$ cat config.mk
export PLATFORM = sky130hd
export DESIGN_NAME = fproc_arbiter
export DESIGN_NICKNAME = d
export VERILOG_FILES = /design/src/rtl/fproc_arb_pkg.sv /design/src/rtl/fproc_rr_pick.sv /design/src/rtl/fproc_arbiter.sv
export SDC_FILE = /design/constraint.sdc
export NUM_CORES = 1
export LEC_CHECK = 0
export CORE_MARGIN = 10
export CORE_UTILIZATION = 27
export CTS_CLUSTER_SIZE = 40
export DETAILED_ROUTE_END_ITERATION = 12
export DONT_BUFFER_PORTS = 1
export SYNTH_ARGS = -nofsm -noshare
export SYNTH_HDL_FRONTEND = slang
export SYNTH_SLANG_ARGS = --single-unit
$ cat constraint.sdc
create_clock -name clk -period 2.2 [get_ports clk]
set_clock_uncertainty 0.2 [all_clocks]
set_input_delay 0.44 -clock clk [delete_from_list [all_inputs] [get_ports clk]]
set_output_delay 0.44 -clock clk [all_outputs]
set_load 0.02 [all_outputs]
$ cat src/rtl/fproc_arb_pkg.sv
// Shared types for the fproc arbiter: FSM state encoding, timeout fill data and index-width helper.
package fproc_arb_pkg;

  typedef enum logic [1:0] {
    ST_IDLE    = 2'd0,
    ST_ISSUE   = 2'd1,
    ST_WAIT    = 2'd2,
    ST_RESPOND = 2'd3
  } arb_state_e;

  // Wide enough for any practical DATA_WIDTH; sliced down at the use site.
  localparam logic [255:0] FP_TIMEOUT_DATA = '1;

  function automatic int unsigned idx_w(input int unsigned n);
    return (n > 1) ? $clog2(n) : 1;
  endfunction

endpackage

$ cat src/rtl/fproc_rr_pick.sv
// Combinational round-robin selector: first set request at or after the pointer, wrapping at N_CORES-1.
module fproc_rr_pick
  import fproc_arb_pkg::*;
#(
  parameter int unsigned N_CORES = 4,
  parameter int unsigned PTR_W   = idx_w(N_CORES)
) (
  input  logic [N_CORES-1:0] req_i,
  input  logic [PTR_W-1:0]   ptr_i,
  output logic [PTR_W-1:0]   grant_o,
  output logic               any_o
);

  logic [PTR_W:0] cand;

  always_comb begin
    grant_o = '0;
    any_o   = 1'b0;
    cand    = '0;
    for (int unsigned i = 0; i < N_CORES; i++) begin
      cand = {1'b0, ptr_i} + (PTR_W+1)'(i);
      if (cand >= (PTR_W+1)'(N_CORES)) cand = cand - (PTR_W+1)'(N_CORES);
      if (!any_o && req_i[cand[PTR_W-1:0]]) begin
        any_o   = 1'b1;
        grant_o = cand[PTR_W-1:0];
      end
    end
  end

endmodule

$ cat src/rtl/fproc_arbiter.sv
// Round-robin arbiter sharing one fproc request/response channel among N_CORES cores.
// Optional watchdog enabled by defining FPROC_ARB_TIMEOUT_EN (adds timeout_err port).
module fproc_arbiter
  import fproc_arb_pkg::*;
#(
  parameter int unsigned N_CORES        = 4,
  parameter int unsigned ID_WIDTH       = 8,
  parameter int unsigned DATA_WIDTH     = 32,
  parameter int unsigned TIMEOUT_CYCLES = 1024
) (
  input  logic                        clk,
  input  logic                        reset,
  input  logic [N_CORES-1:0]          core_req,
  input  logic [N_CORES*ID_WIDTH-1:0] core_id,
  output logic [N_CORES-1:0]          core_valid,
  output logic [DATA_WIDTH-1:0]       core_data,
  output logic                        fp_req,
  output logic [ID_WIDTH-1:0]         fp_id,
  input  logic                        fp_ack,
  input  logic                        fp_valid,
  input  logic [DATA_WIDTH-1:0]       fp_data,
  output logic                        busy,
`ifdef FPROC_ARB_TIMEOUT_EN
  output logic                        timeout_err,
`endif
  output logic                        stray_resp
);

  localparam int unsigned PTR_W = idx_w(N_CORES);

  arb_state_e            state_q, state_d;
  logic [PTR_W-1:0]      ptr_q, ptr_d;
  logic [PTR_W-1:0]      grant_q, grant_d;
  logic [ID_WIDTH-1:0]   id_q, id_d;
  logic [DATA_WIDTH-1:0] data_q, data_d;
  logic                  stray_q, stray_d;
  logic [PTR_W-1:0]      pick;
  logic                  pick_any;
  logic [ID_WIDTH-1:0]   sel_id;
  logic                  timeout_hit;

  fproc_rr_pick #(
    .N_CORES (N_CORES),
    .PTR_W   (PTR_W)
  ) u_pick (
    .req_i   (core_req),
    .ptr_i   (ptr_q),
    .grant_o (pick),
    .any_o   (pick_any)
  );

  always_comb begin
    sel_id = '0;
    for (int unsigned k = 0; k < N_CORES; k++) begin
      if (pick == PTR_W'(k)) sel_id = core_id[k*ID_WIDTH +: ID_WIDTH];
    end
  end

`ifdef FPROC_ARB_TIMEOUT_EN
  localparam int unsigned CNT_W = $clog2(TIMEOUT_CYCLES + 1);

  logic [CNT_W-1:0] cnt_q, cnt_d;
  logic             tout_q, tout_d;

  assign timeout_hit = (state_q == ST_ISSUE || state_q == ST_WAIT) &&
                       (cnt_q == CNT_W'(TIMEOUT_CYCLES - 1)) && !fp_valid;

  always_comb begin
    cnt_d  = cnt_q;
    tout_d = tout_q;
    if (state_q == ST_IDLE) cnt_d = '0;
    else if (state_q == ST_ISSUE || state_q == ST_WAIT) cnt_d = cnt_q + 1'b1;
    if (timeout_hit) tout_d = 1'b1;
  end

  always_ff @(posedge clk) begin
    if (reset) begin
      cnt_q  <= '0;
      tout_q <= 1'b0;
    end else begin
      cnt_q  <= cnt_d;
      tout_q <= tout_d;
    end
  end

  assign timeout_err = tout_q;
`else
  assign timeout_hit = 1'b0;
`endif

  always_comb begin
    state_d = state_q;
    ptr_d   = ptr_q;
    grant_d = grant_q;
    id_d    = id_q;
    data_d  = data_q;
    stray_d = stray_q;
    unique case (state_q)
      ST_IDLE: begin
        if (fp_valid) stray_d = 1'b1;
        if (pick_any) begin
          grant_d = pick;
          id_d    = sel_id;
          state_d = ST_ISSUE;
        end
      end
      // fp_valid without fp_ack is treated as an implicit ack; a result always beats the watchdog.
      ST_ISSUE, ST_WAIT: begin
        if (fp_valid) begin
          data_d  = fp_data;
          state_d = ST_RESPOND;
        end else if (timeout_hit) begin
`ifdef FPROC_ARB_TIMEOUT_EN
          data_d  = FP_TIMEOUT_DATA[DATA_WIDTH-1:0];
`endif
          state_d = ST_RESPOND;
        end else if (state_q == ST_ISSUE && fp_ack) begin
          state_d = ST_WAIT;
        end
      end
      ST_RESPOND: begin
        if (fp_valid) stray_d = 1'b1;
        ptr_d   = (grant_q == PTR_W'(N_CORES - 1)) ? '0 : grant_q + 1'b1;
        state_d = ST_IDLE;
      end
      default: state_d = ST_IDLE;
    endcase
  end

  always_ff @(posedge clk) begin
    if (reset) begin
      state_q <= ST_IDLE;
      ptr_q   <= '0;
      grant_q <= '0;
      id_q    <= '0;
      data_q  <= '0;
      stray_q <= 1'b0;
    end else begin
      state_q <= state_d;
      ptr_q   <= ptr_d;
      grant_q <= grant_d;
      id_q    <= id_d;
      data_q  <= data_d;
      stray_q <= stray_d;
    end
  end

  always_comb begin
    core_valid = '0;
    if (state_q == ST_RESPOND) core_valid[grant_q] = 1'b1;
  end

  assign fp_req     = (state_q == ST_ISSUE);
  assign fp_id      = id_q;
  assign core_data  = data_q;
  assign busy       = (state_q != ST_IDLE);
  assign stray_resp = stray_q;

endmodule

==> results.tsv <==
stage	metric	value	unit
synthesis	EDFF count, synth	0	
hold_path	worst hold path class	input pin to flop	
sta	Tcrit/Tclk final	91.0	%
final_layout	number of nets in the layout	336	
setup_path	Critical Path Fanout Max	7	
setup_path	worst path cell trace	ha_1 -> and2_1	
floorplan	row count	32	
synthesis	top cells by area, synth	dfxtp_1, nand2_1, a21oi_1, mux2i_1, ha_1	
drt	Via Count	1766	
synthesis	post-synth top area share	44.1	%
synthesis	Mapped Area	2130	sq um
final_layout	share of cells above drive strength 1	8.56	%
drt	remaining antenna violation count	0	
final_layout	n_diodes	0	
clock_tree	maximum buffer depth of the clock tree	2	
setup_path	WP data required	1560	ps
setup_path	Worst path max stage delay	420	ps
synthesis	Syn Nets	333	
place	IO Port Bufs	0	
synthesis	Synth Warn #	0	
final_layout	design area	2400	sq um
drt	total wire length	6300	microns
synthesis	Post-synth top cells	nand2_1, dfxtp_1, a21oi_1	
setup_path	WP buf/inv	0	
setup_path	Setup Crit Path Kind	flop to output pin	
synthesis	Seq cells post-synth	47	
global_route	antenna violations before repair	0	
clock_tree	CTS buffer count	5	
global_route	vias in the first global route	1825	
pwr	Power, Total	3070	uW
synthesis	register area share after synthesis	44.1	%
place	Final HPWL DP	4700	microns
synthesis	area leader, netlist	dfxtp_1	
sta	Max-slew headroom	40.9	%
floorplan	initial core utilization	27.7	%
place	gpl congestion	0.837	
sta	Final Setup Violations	0	
final_layout	fin cells	359	
final_layout	area of the multi-input gates	1100	sq um
place	Cell Area, Placed	2270	sq um
sta	Final Hold Fails	0	
floorplan	I/O pin total	119	
synthesis	Synth Instances	254	
sta	RSZ-0062 raised after global routing	false	
floorplan	core area	7690	sq um
global_route	total gr overflow	0	
setup_path	slowest cell on the critical path	dfxtp_1	
floorplan	Die Wd	109	microns
sta	FMAX	0.500	GHz
place	placed instance count	349	
global_route	largest net degree at the start of global routing	33	
final_layout	register cell area after layout	941	sq um
synthesis	syn_area_per_cell	8.39	sq um
pwr	Leakage	0.000874	uW
synthesis	asr flop ratio synth	0	%
sta	Tmin final	2000	ps
drt	DRT iter0 DRCs	81	
synthesis	top_reg_cell synth	dfxtp_1	
global_route	Global Route Usage Sum	10.2	%
setup_path	top cell family by delay on the critical path	flip-flops	
sta	Worst Tran Pin Value	883	ps
drt	drt first pass iters	4	
sta	TNS Setup	0	ps
sta	final hold slack	68.0	ps
drt	Residual DRC	0	
clock_tree	clock root cell	clkbuf_8	
clock_tree	postcts setup bufs	0	
global_route	first-pass GRT wire length	9640	microns
clock_tree	clock sink total	47	
outcome	status	finished, final reports clean	
synthesis	library cells used by synthesis	30	
synthesis	most frequent cell after synthesis	nand2_1	
floorplan	Die ar.	11900	sq um
setup_path	data arrival time of the worst path	1360	ps
pwr	Peak VDD IR	407	uV
sta	Final Max Tran Viols	0	
setup_path	Crit. End Element	output pin	
flow_run	max-cap violations	0	
setup_path	Setup crit start kind	flop	
final_layout	area delta synth->final	12.7	%
clock_tree	H-tree level count	2	
pwr	pwr/cell area	1280	nW/um^2
clock_tree	Worst-Skew Late Latency	290	ps
clock_tree	CTS tree	yes	
final_layout	Fillers	832	
drt	Wirelength per Cell	17.5	microns
clock_tree	CTS clk-pin slew, worst paths	90	ps
drt	detail-routed via count per cell	4.92	
floorplan	Die H	109	microns
[through the flow]
| step | util (%) | setup slack (ps) |
|---|---|---|
| after floorplan | - | 158 |
| after global placement | 29.5 | 298 |
| after detailed placement | 29.5 | 267 |
| after CTS | 31.3 | 157 |
| after global routing | 31.3 | 88.0 |
| final | 31.3 | 198 |
[cells by family after synthesis]
family / count (synthesis) / share of synthesized area [%]
mux: 15 / 7.10
fa+ha+maj: 7 / 4.11
compound gates: 62 / 20.2
buf+inv: 23 / 4.46
simple gates: 100 / 20.0
flops: 47 / 44.1
[layer usage]
metal / share of wire (%) / global-route usage (%)
met5: 0 / 0
met4: 0.81 / 3.11
met3: 19 / 7.67
met2: 41 / 15.4
met1: 39 / 11.0
[registers in the layout, indices dropped and copies added (netlist names)]
| register | cells |
|---|---|
| grant_q | 2 |
| fp_id | 8 |
| stray_resp | 1 |
| ptr_q | 2 |
| core_data | 32 |
| state_q | 2 |
[area by class of cell]
type / instances / share of cell area, %
Multi-Input combinational cell: 184 / 45.7
Timing Repair Buffer: 10 / 3.96
Tap cell: 102 / 5.31
Inverter: 9 / 1.41
Clock inverter: 2 / 1.56
Clock buffer: 5 / 2.86
Sequential cell: 47 / 39.2
[cells in the final DEF, fill, tap and decap left out, types with 2 or more instances in the layout]
cell type / count
clkbuf_8: 5
nor2_1: 9
nand2b_1: 9
o21ai_0: 2
mux2i_1: 14
ha_1: 7
buf_4: 6
and2_1: 5
nand2_1: 68
a21oi_1: 36
dlygate4sd3_1: 3
dfxtp_1: 47
inv_1: 8
nor2b_1: 2
nand3_1: 3
o221ai_1: 3
o41ai_1: 10
a211oi_2: 5
[final timing paths]
path | start | to | slack (ps) | cells past startpoint
worst max-delay path | state_q[0]$_SDFFE_PP0P_ | core_valid[1] | 200 | 2
worst min-delay path | fp_data[18] | core_data[18]$_SDFFE_PP0P_ | 70 | 2
worst max register to register | ptr_q[1]$_SDFFE_PP0P_ | fp_id[6]$_SDFFE_PP0P_ | 360 | 5
worst min register to register | ptr_q[0]$_SDFFE_PP0P_ | ptr_q[0]$_SDFFE_PP0P_ | 340 | 2
[what timing repair did]
action | CTS | global route
endpoints found under the hold margin | 20 | 0
hold buffers | 3 | 0
setup endpoints to repair | 0 | 0
resized for setup | 0 | 0
[power by group]
| group | internal (uW) | total [uW] | switching [uW] | leakage [uW] |
|---|---|---|---|---|
| Clock | 332 | 621 | 289 | 0.0000502 |
| Sequential | 1060 | 1450 | 386 | 0.000385 |
| Combinational | 395 | 1000 | 606 | 0.000439 |
Note: power is estimated with default switching activity, not from simulation.
